### src/rtl/mcdf_arb_pkg.sv
// mcdf_arb_pkg: shared types for the MCDF channel arbiter.
// Holds the FSM state encoding and the default priority width.
package mcdf_arb_pkg;

  typedef enum logic [1:0] {
    IDLE  = 2'd0,
    WAIT  = 2'd1,
    GRANT = 2'd2
  } arb_state_e;

  localparam int PRIO_W_DEF = 2;

endpackage

### src/rtl/mcdf_rr_pick.sv
// mcdf_rr_pick: combinational winner select for the MCDF arbiter.
// Lowest priority value wins; ties go fixed-low or round-robin.
module mcdf_rr_pick
  import mcdf_arb_pkg::*;
#(
  parameter  int NUM_CH = 3,
  parameter  int PRIO_W = PRIO_W_DEF,
  localparam int ID_W   = $clog2(NUM_CH)
) (
  input  logic [NUM_CH-1:0]        elig,
  input  logic [NUM_CH*PRIO_W-1:0] prios,
  input  logic                     rr_mode,
  input  logic [ID_W-1:0]          last_win,
  output logic [ID_W-1:0]          win_id,
  output logic                     any_elig
);

  logic [PRIO_W-1:0] best;
  logic [NUM_CH-1:0] tie;
  logic              found;
  int                j;

  // best (numerically lowest) priority among eligible channels
  always_comb begin
    best = '1;
    for (int i = 0; i < NUM_CH; i++) begin
      if (elig[i] && (prios[i*PRIO_W +: PRIO_W] < best))
        best = prios[i*PRIO_W +: PRIO_W];
    end
  end

  // eligible channels sitting at the best priority
  always_comb begin
    tie = '0;
    for (int i = 0; i < NUM_CH; i++)
      tie[i] = elig[i] &&
               (prios[i*PRIO_W +: PRIO_W] == best);
  end

  // first tied channel: from 0, or from last_win+1 wrapping
  always_comb begin
    win_id = '0;
    found  = 1'b0;
    j      = 0;
    for (int k = 0; k < NUM_CH; k++) begin
      if (rr_mode)
        j = (int'(last_win) + k + 1) % NUM_CH;
      else
        j = k;
      if (!found && tie[j]) begin
        found  = 1'b1;
        win_id = ID_W'(j);
      end
    end
  end

  assign any_elig = |elig;

endmodule

### src/rtl/mcdf_arbiter_n.sv
// mcdf_arbiter_n: N-channel priority arbiter feeding the formatter.
// Registers the winner ID and issues a one-cycle ack/strobe.
module mcdf_arbiter_n
  import mcdf_arb_pkg::*;
#(
  parameter  int NUM_CH = 3,
  parameter  int PRIO_W = PRIO_W_DEF,
  localparam int ID_W   = $clog2(NUM_CH)
) (
  input  logic                     clk,
  input  logic                     rst,
  input  logic [NUM_CH-1:0]        slv_reqs,
  input  logic [NUM_CH*PRIO_W-1:0] slv_prios,
  input  logic [NUM_CH-1:0]        chnl_en,
  input  logic                     rr_mode,
  input  logic                     f2a_id_req,
  output logic [NUM_CH-1:0]        a2s_acks,
  output logic [ID_W-1:0]          a2f_id,
  output logic                     a2f_id_vld
);

  arb_state_e        state;
  arb_state_e        nxt;
  logic              take;
  logic [NUM_CH-1:0] elig;
  logic              any_elig;
  logic [ID_W-1:0]   win_id;
  logic [ID_W-1:0]   last_win;

  assign elig = slv_reqs & chnl_en;

  mcdf_rr_pick #(
    .NUM_CH (NUM_CH),
    .PRIO_W (PRIO_W)
  ) u_pick (
    .elig     (elig),
    .prios    (slv_prios),
    .rr_mode  (rr_mode),
    .last_win (last_win),
    .win_id   (win_id),
    .any_elig (any_elig)
  );

  // state register
  always_ff @(posedge clk or posedge rst) begin
    if (rst) state <= IDLE;
    else     state <= nxt;
  end

  // next state; take marks the edge that latches a winner
  always_comb begin
    nxt  = state;
    take = 1'b0;
    unique case (state)
      IDLE: begin
        if (f2a_id_req) begin
          if (any_elig) begin
            nxt  = GRANT;
            take = 1'b1;
          end else begin
            nxt = WAIT;
          end
        end
      end
      WAIT: begin
        if (any_elig) begin
          nxt  = GRANT;
          take = 1'b1;
        end else if (!f2a_id_req) begin
          nxt = IDLE;
        end
      end
      GRANT:   nxt = IDLE;
      default: nxt = IDLE;
    endcase
  end

  // winner capture, strobe and one-hot ack for the GRANT cycle
  always_ff @(posedge clk or posedge rst) begin
    if (rst) begin
      a2f_id     <= '0;
      a2f_id_vld <= 1'b0;
      a2s_acks   <= '0;
      last_win   <= ID_W'(NUM_CH - 1);
    end else begin
      a2f_id_vld <= take;
      a2s_acks   <= take ? (NUM_CH'(1) << win_id) : '0;
      if (take) begin
        a2f_id   <= win_id;
        last_win <= win_id;
      end
    end
  end

endmodule
### config.mk
export PLATFORM = sky130hd
export DESIGN_NAME = mcdf_arbiter_n
export DESIGN_NICKNAME = d
export VERILOG_FILES = /design/src/rtl/mcdf_arb_pkg.sv /design/src/rtl/mcdf_rr_pick.sv /design/src/rtl/mcdf_arbiter_n.sv
export SDC_FILE = /design/constraint.sdc
export NUM_CORES = 1
export LEC_CHECK = 0
export ABC_CLOCK_PERIOD_IN_PS = 5200
export CORE_ASPECT_RATIO = 2
export CORE_MARGIN = 2
export CORE_UTILIZATION = 35
export DETAILED_ROUTE_END_ITERATION = 6
export MAX_ROUTING_LAYER = met4
export PLACE_DENSITY = 0.55
export SYNTH_ARGS = -nofsm -noshare
export SYNTH_HDL_FRONTEND = slang
export SYNTH_SLANG_ARGS = --single-unit
export TNS_END_PERCENT = 5
### constraint.sdc
create_clock -name clk -period 5.2 [get_ports clk]
set_clock_uncertainty 0.1 [all_clocks]
set_input_delay 1.04 -clock clk [delete_from_list [all_inputs] [get_ports clk]]
set_output_delay 1.04 -clock clk [all_outputs]
set_load 0.05 [all_outputs]
# Word-level counts from Yosys, hierarchy flattened
# Cells that the tools add are included.
# W data, S select, Z words.
totals:
  inputBits: 16
  regBits: 10
  output_inout_bits: 6
classes:
  n_reduce_logical: 13
  n_addsub: 4
  n_bitwise: 1
  shift: 1
  n_eq_ne: 6
  n_mux: 29
  n_lt_le_gt_ge: 6
  div_mod_pow: 3
op_table:
  columns: ["cell", "count"]
  rows:
  - ["$lt A32 B4 Y1 const B", 3]
  - ["$mod A32 B3 Y32 const B", 3]
  - ["$mux W32", 3]
  - ["$add A32 B2 Y32 const B", 2]
  - ["$mux W2", 10]
  - ["$mux W1", 10]
  - ["$logic_and A1 B1 Y1", 8]
  - ["$bmux W1 S2", 3]
  - ["$eq A2 B2 Y1", 3]
  - ["$lt A2 B2 Y1", 2]
  - ["$pmux W2 S2", 1]
  - ["$add A2 B1 Y3 const B", 1]
  - ["$add A2 B2 Y3 const B", 1]
  - ["$and A3 B3 Y3", 1]
  - ["$mux W3", 1]
  - ["$ne A3 B3 Y1 const B", 1]
  - ["$reduce_or A3 Y1", 1]
  - ["$shl A1 B2 Y3 const A", 1]
  - ["$eq A2 B1 Y1 const B", 1]
  - ["$logic_not A1 Y1", 2]
  - ["$logic_not A2 Y1", 1]
  - ["$lt A2 B2 Y1 const B", 1]
  - ["$ne A2 B2 Y1 const B", 1]
  - ["$pmux W1 S2", 1]
  - ["$reduce_and A2 Y1", 1]

# Longest topological paths before layout
logic_depth:
  ltp_word: 23
  depth_mapped: 18
  ltp_nobuf: 17

# By module
# Synthesis repeated with hierarchy kept, for this count alone.
unflattened:
  hier_cells: 112
  hier_area_um2: 987.2
modules_own_cells:
  columns: ["module", "n_inst", "area_per_inst_um2", "cells_per_inst"]
  rows:
  - ["mcdf_rr_pick", 1, 633.1, 87]
  - ["mcdf_arbiter_n", 1, 354.1, 25]

# Worst setup path after synthesis
# No wires, ideal clock.
synth_timing:
  path_type: "input -> register"
  startpoint: "input port slv_prios[1]"
  endpoint: "register a2f_id[0]"
  path_slack_ps: 714
  path_buffers: 1
  setup_time_ps: 135
  path_stages: 18
  arrival_time_ps: 4251
  cell_sequence: "inv_1 -> nand3_1 -> inv_1 -> ha_1 -> a21o_1 -> a211o_1 -> o21a_4 -> clkinv_2 -> ha_1 -> nand4bb_1 -> clkbuf_2 -> a21o_1 -> a221o_1 -> or3_1 -> o221ai_1 -> o2111ai_1 -> mux2i_1 -> o22ai_1"
synth_between:
  elab_chain_len: 21
  elab_cells_between_ends: 33
synth_rtl:
  columns: ["element", "line_no", "text"]
  rows:
  - ["from (decl)", "mcdf_arbiter_n.sv:13", "input logic [NUM_CH*PRIO_W-1:0] slv_prios,"]
  - ["$lt A2 B2 Y1", "mcdf_rr_pick.sv:27", "if (elig[i] && (prios[i*PRIO_W +: PRIO_W] < best))"]
  - ["$logic_and A1 B1 Y1", "mcdf_rr_pick.sv:27", null]
  - ["$mux W2", "mcdf_rr_pick.sv:27", null]
  - ["$lt A2 B2 Y1", "mcdf_rr_pick.sv:27", null]
  - ["$logic_and A1 B1 Y1", "mcdf_rr_pick.sv:27", null]
  - ["$mux W2", "mcdf_rr_pick.sv:27", null]
  - ["$lt A2 B2 Y1", "mcdf_rr_pick.sv:27", null]
  - ["$logic_and A1 B1 Y1", "mcdf_rr_pick.sv:27", null]
  - ["[4 not listed]", null, null]
  - ["$mux W1 (implied by the code) (2 in a row)", "mcdf_rr_pick.sv:50", "if (!found && tie[j]) begin"]
  - ["$mux W1", "mcdf_rr_pick.sv:50", null]
  - ["$logic_not A1 Y1", "mcdf_rr_pick.sv:50", null]
  - ["$logic_and A1 B1 Y1", "mcdf_rr_pick.sv:50", null]
  - ["$mux W1", "mcdf_rr_pick.sv:50", null]
  - ["$logic_not A1 Y1", "mcdf_rr_pick.sv:50", null]
  - ["$logic_and A1 B1 Y1", "mcdf_rr_pick.sv:50", null]
  - ["$mux W2 (*)", "mcdf_rr_pick.sv:50", null]
  - ["to (signal assigned)", "mcdf_arbiter_n.sv:89", "a2f_id <= win_id;"]
  - ["to (decl)", "mcdf_arbiter_n.sv:18", "output logic [ID_W-1:0] a2f_id,"]
# Every way passes the cells marked *; elsewhere a longest branch is shown, timed or not. The select of a mux whose other input is x is not followed.
# A chain may end at the register's enable or synchronous reset.

# Worst setup path after layout
# Ends and elaborated chain as after synthesis.

==> results.py <==
metrics = {
    "run_status": {
        "outcome": "finished, final reports clean",
    },
    "sta": {
        "grt_setup_unrepaired": "no",
        "maxSlewViolCount": 0,
        "worstMarginPinSlew_ps": 493,
        "fmax_mhz": 204,
        "worst_slew_margin_rel_pct": 67.0,
        "timing.final.crit_share_pct": 94.1,
        "holdWs_ps": 370,
        "post-route-min-period_ps": 4890,
        "hold_viol": 0,
        "fin_ws_ps": 307,
        "finalSetupTns_ps": 0,
        "final-setup-viol-count": 0,
    },
    "finish": {
        "area_growth_pct": 43.0,
        "num_antenna_cells": 0,
        "nNetsFinal": 173,
        "fin_cells": 180,
        "drive_above_1_share_pct": 20.4,
    },
    "grt": {
        "antenna_found_initial": 0,
        "track_usage_pct": 20.6,
        "grt_pass1_vias": 1078,
        "globalRouteOverflowTotal": 0,
        "grt_pass1_wl_um": 4510,
        "grt_max_degree": 10,
    },
    "power": {
        "power_w": 0.000292,
        "power.leakage_nw": 0.618,
        "power-per-cell-area_nw_per_um2": 213,
        "vdd_drop_max_v": 0.0000784,
    },
    "place": {
        "dp_hpwl_um": 2360,
        "dp.cells": 176,
        "io_buffers": 21,
        "gp_congestion": 0.851,
        "pre_cts_ws_ps": 47.5,
    },
    "clock_tree": {
        "cts_root_buf": "clkbuf_8",
        "numCtsBuffers": 3,
        "clk_pin_slew_ps": 40,
        "clk_latency_ps": 230,
        "cts_resized": 0,
        "h-tree-depth": 1,
        "cts_setup_buffers": 0,
        "cts_tree": "yes",
        "clock_sinks": 9,
        "clk_path_buf_depth": 2,
        "postCtsHoldBufs": 0,
    },
    "route": {
        "via_count": 1039,
        "first_pass_iters": 4,
        "drtIter0Drc": 20,
        "viasPerCell": 5.77,
        "drc": 0,
        "antenna_left": 0,
        "post_drt_wl_per_cell_um": 15.0,
        "routed_wl_um": 2690,
    },
    "synth": {
        "netlist_area_um2": 960,
        "synth_flop_cell": "dfrtp_1",
        "synth_fp_nets": 131,
        "avgSynthCellArea_um2": 8.65,
        "synth_seq_area_share_pct": 23.6,
        "async_flop_share_pct": 100,
        "yosys_warnings": 0,
        "yosysUniqueCellTypes": 51,
        "synth-seq-cells": 9,
        "syn-instance-count": 111,
        "synth-edff-count": 0,
    },
    "worst_setup_path": {
        "arrival_ps": 4890,
        "worstPathCellList": "clkdlybuf4s50_1, inv_1, nand3_1, inv_1, ha_1, a21o_1, a211o_1, o21a_4, clkinv_2, ha_1, and4bb_2, buf_4, a21o_1, a221o_1, or3_1, o221ai_1, o2111ai_1, mux2i_1, o22ai_1",
        "crit_slowest_cell": "clkdlybuf4s50_1",
        "critPathLaunchType": "primary input",
        "critPathKind": "primary input to flip-flop",
        "crit_fanout": 4,
        "cp_data_required_time_ps": 5200,
        "rrSetupSlack_ps": 2970,
        "cp-end-kind": "flip-flop",
        "cpPeakStageDelay_ps": 470,
    },
    "min_path": {
        "hold_path_class": "flip-flop to flip-flop",
    },
    "floorplan": {
        "die_h_um": 78.1,
        "dieArea_um2": 3200,
        "dieWidth_um": 41.0,
        "start_util_pct": 37.3,
        "coreArea_um2": 2570,
        "io_pins": 22,
        "rows": 26,
    },
    "job": {
        "drv_cap": 0,
    },
}
-- layer usage --
layer  routed length [µm]  global-route usage (%)
met1                  855                    17.3
met2                 1640                    38.3
met3                   77                    1.13
met4                  116                    12.3
met5                    0                       -
-- layout make-up --
| class | instances | area [µm²] |
|---|---|---|
| flip-flops and latches | 9 | 226 |
| multi-input cells | 88 | 674 |
| inverters | 12 | 46.3 |
| clock buffers | 4 | 45.0 |
| fillers | 248 | 1200 |
| repair buffers | 39 | 345 |
| well taps | 28 | 35.0 |
-- critical path, delay by kind of cell --
family,cells,cell delay [ps]
adders and majority gates,2,480
and+or+nand+nor,3,760
buffers and inverters,5,780
AOI/OAI and AO/OA,8,1530
muxes,1,300
-- Yosys cell counts, types with 2 or more instances --
| master | count | share of area, % |
|---|---|---|
| a21o_1 | 5 | 3.9 |
| a21oi_1 | 3 | 1.6 |
| a22o_1 | 2 | 1.8 |
| a31oi_1 | 2 | 1.3 |
| and4bb_2 | 2 | 2.6 |
| dfrtp_1 | 8 | 21 |
| ha_1 | 4 | 5.2 |
| inv_1 | 11 | 4.3 |
| nand2_1 | 5 | 2.0 |
| nand2b_1 | 3 | 2.0 |
| nand3_1 | 4 | 2.1 |
| nand3b_1 | 2 | 1.6 |
| nand4bb_1 | 2 | 2.3 |
| nor2_1 | 7 | 2.7 |
| nor3_1 | 3 | 1.6 |
| o2111ai_1 | 4 | 3.7 |
| o211ai_1 | 2 | 1.6 |
| o21a_1 | 2 | 1.6 |
| o21ai_0 | 6 | 3.1 |
| or3_1 | 3 | 2.0 |
-- cells in the final DEF, fill, tap and decap left out, types with 2 or more instances in the layout --
cell / instances
nand2b_1: 3
o21a_1: 2
nand2_1: 5
o2111ai_1: 4
buf_4: 18
a22o_1: 2
o211ai_1: 2
clkbuf_8: 3
ha_1: 4
nand3b_1: 2
nor3_1: 3
nor2_1: 7
clkdlybuf4s50_1: 21
inv_1: 11
nand3_1: 4
a21o_1: 5
nand4bb_1: 2
dfrtp_1: 8
and4bb_2: 2
a31oi_1: 2
o21ai_0: 6
a21oi_1: 3
or3_1: 3
-- sequential cells by signal (all words and copies together), names as in the netlist --
name        count
a2s_acks        3
last_win        1
a2f_id          2
state           2
a2f_id_vld      1
-- stage by stage --
stage                     utilization [%]  cell area (µm²)
after global placement               51.7             1330
after CTS                            53.4             1370
final                                53.4             1370
after global routing                 53.4             1370
after detailed placement             51.7             1330
after floorplan                         -              960
-- power breakdown --
group          total [W]  internal (W)  switching, W  leakage (nW)
sequential     0.0000818     0.0000782    0.00000366         0.118
clock          0.0000811     0.0000534     0.0000277        0.0228
combinational   0.000129     0.0000593     0.0000698         0.478
-- worst paths after layout --
kind / startpoint / end / cells after the start
max: slv_prios[1] / a2f_id[0]$_DFFE_PP0P_ / 19
min: a2f_id[1]$_DFFE_PP0P_ / a2f_id[1]$_DFFE_PP0P_ / 1
max reg2reg: last_win[1]$_DFFE_PP1P_ / a2s_acks[0]$_DFF_PP0_ / 7
min reg2reg: a2f_id[1]$_DFFE_PP0P_ / a2f_id[1]$_DFFE_PP0P_ / 1
max in group asynchronous: rst / last_win[1]$_DFFE_PP1P_ / 2
min in group asynchronous: rst / a2f_id[0]$_DFFE_PP0P_ / 2
-- logic make-up after synthesis --
group           count (synthesis)  share of synthesized area (%)
flops                           9                           23.6
mux                             1                           1.04
buf+inv                        14                           6.13
simple gates                   44                           30.6
fa+ha+maj                       4                           5.22
compound gates                 39                           33.4
Power figures use the tool's default switching activity.
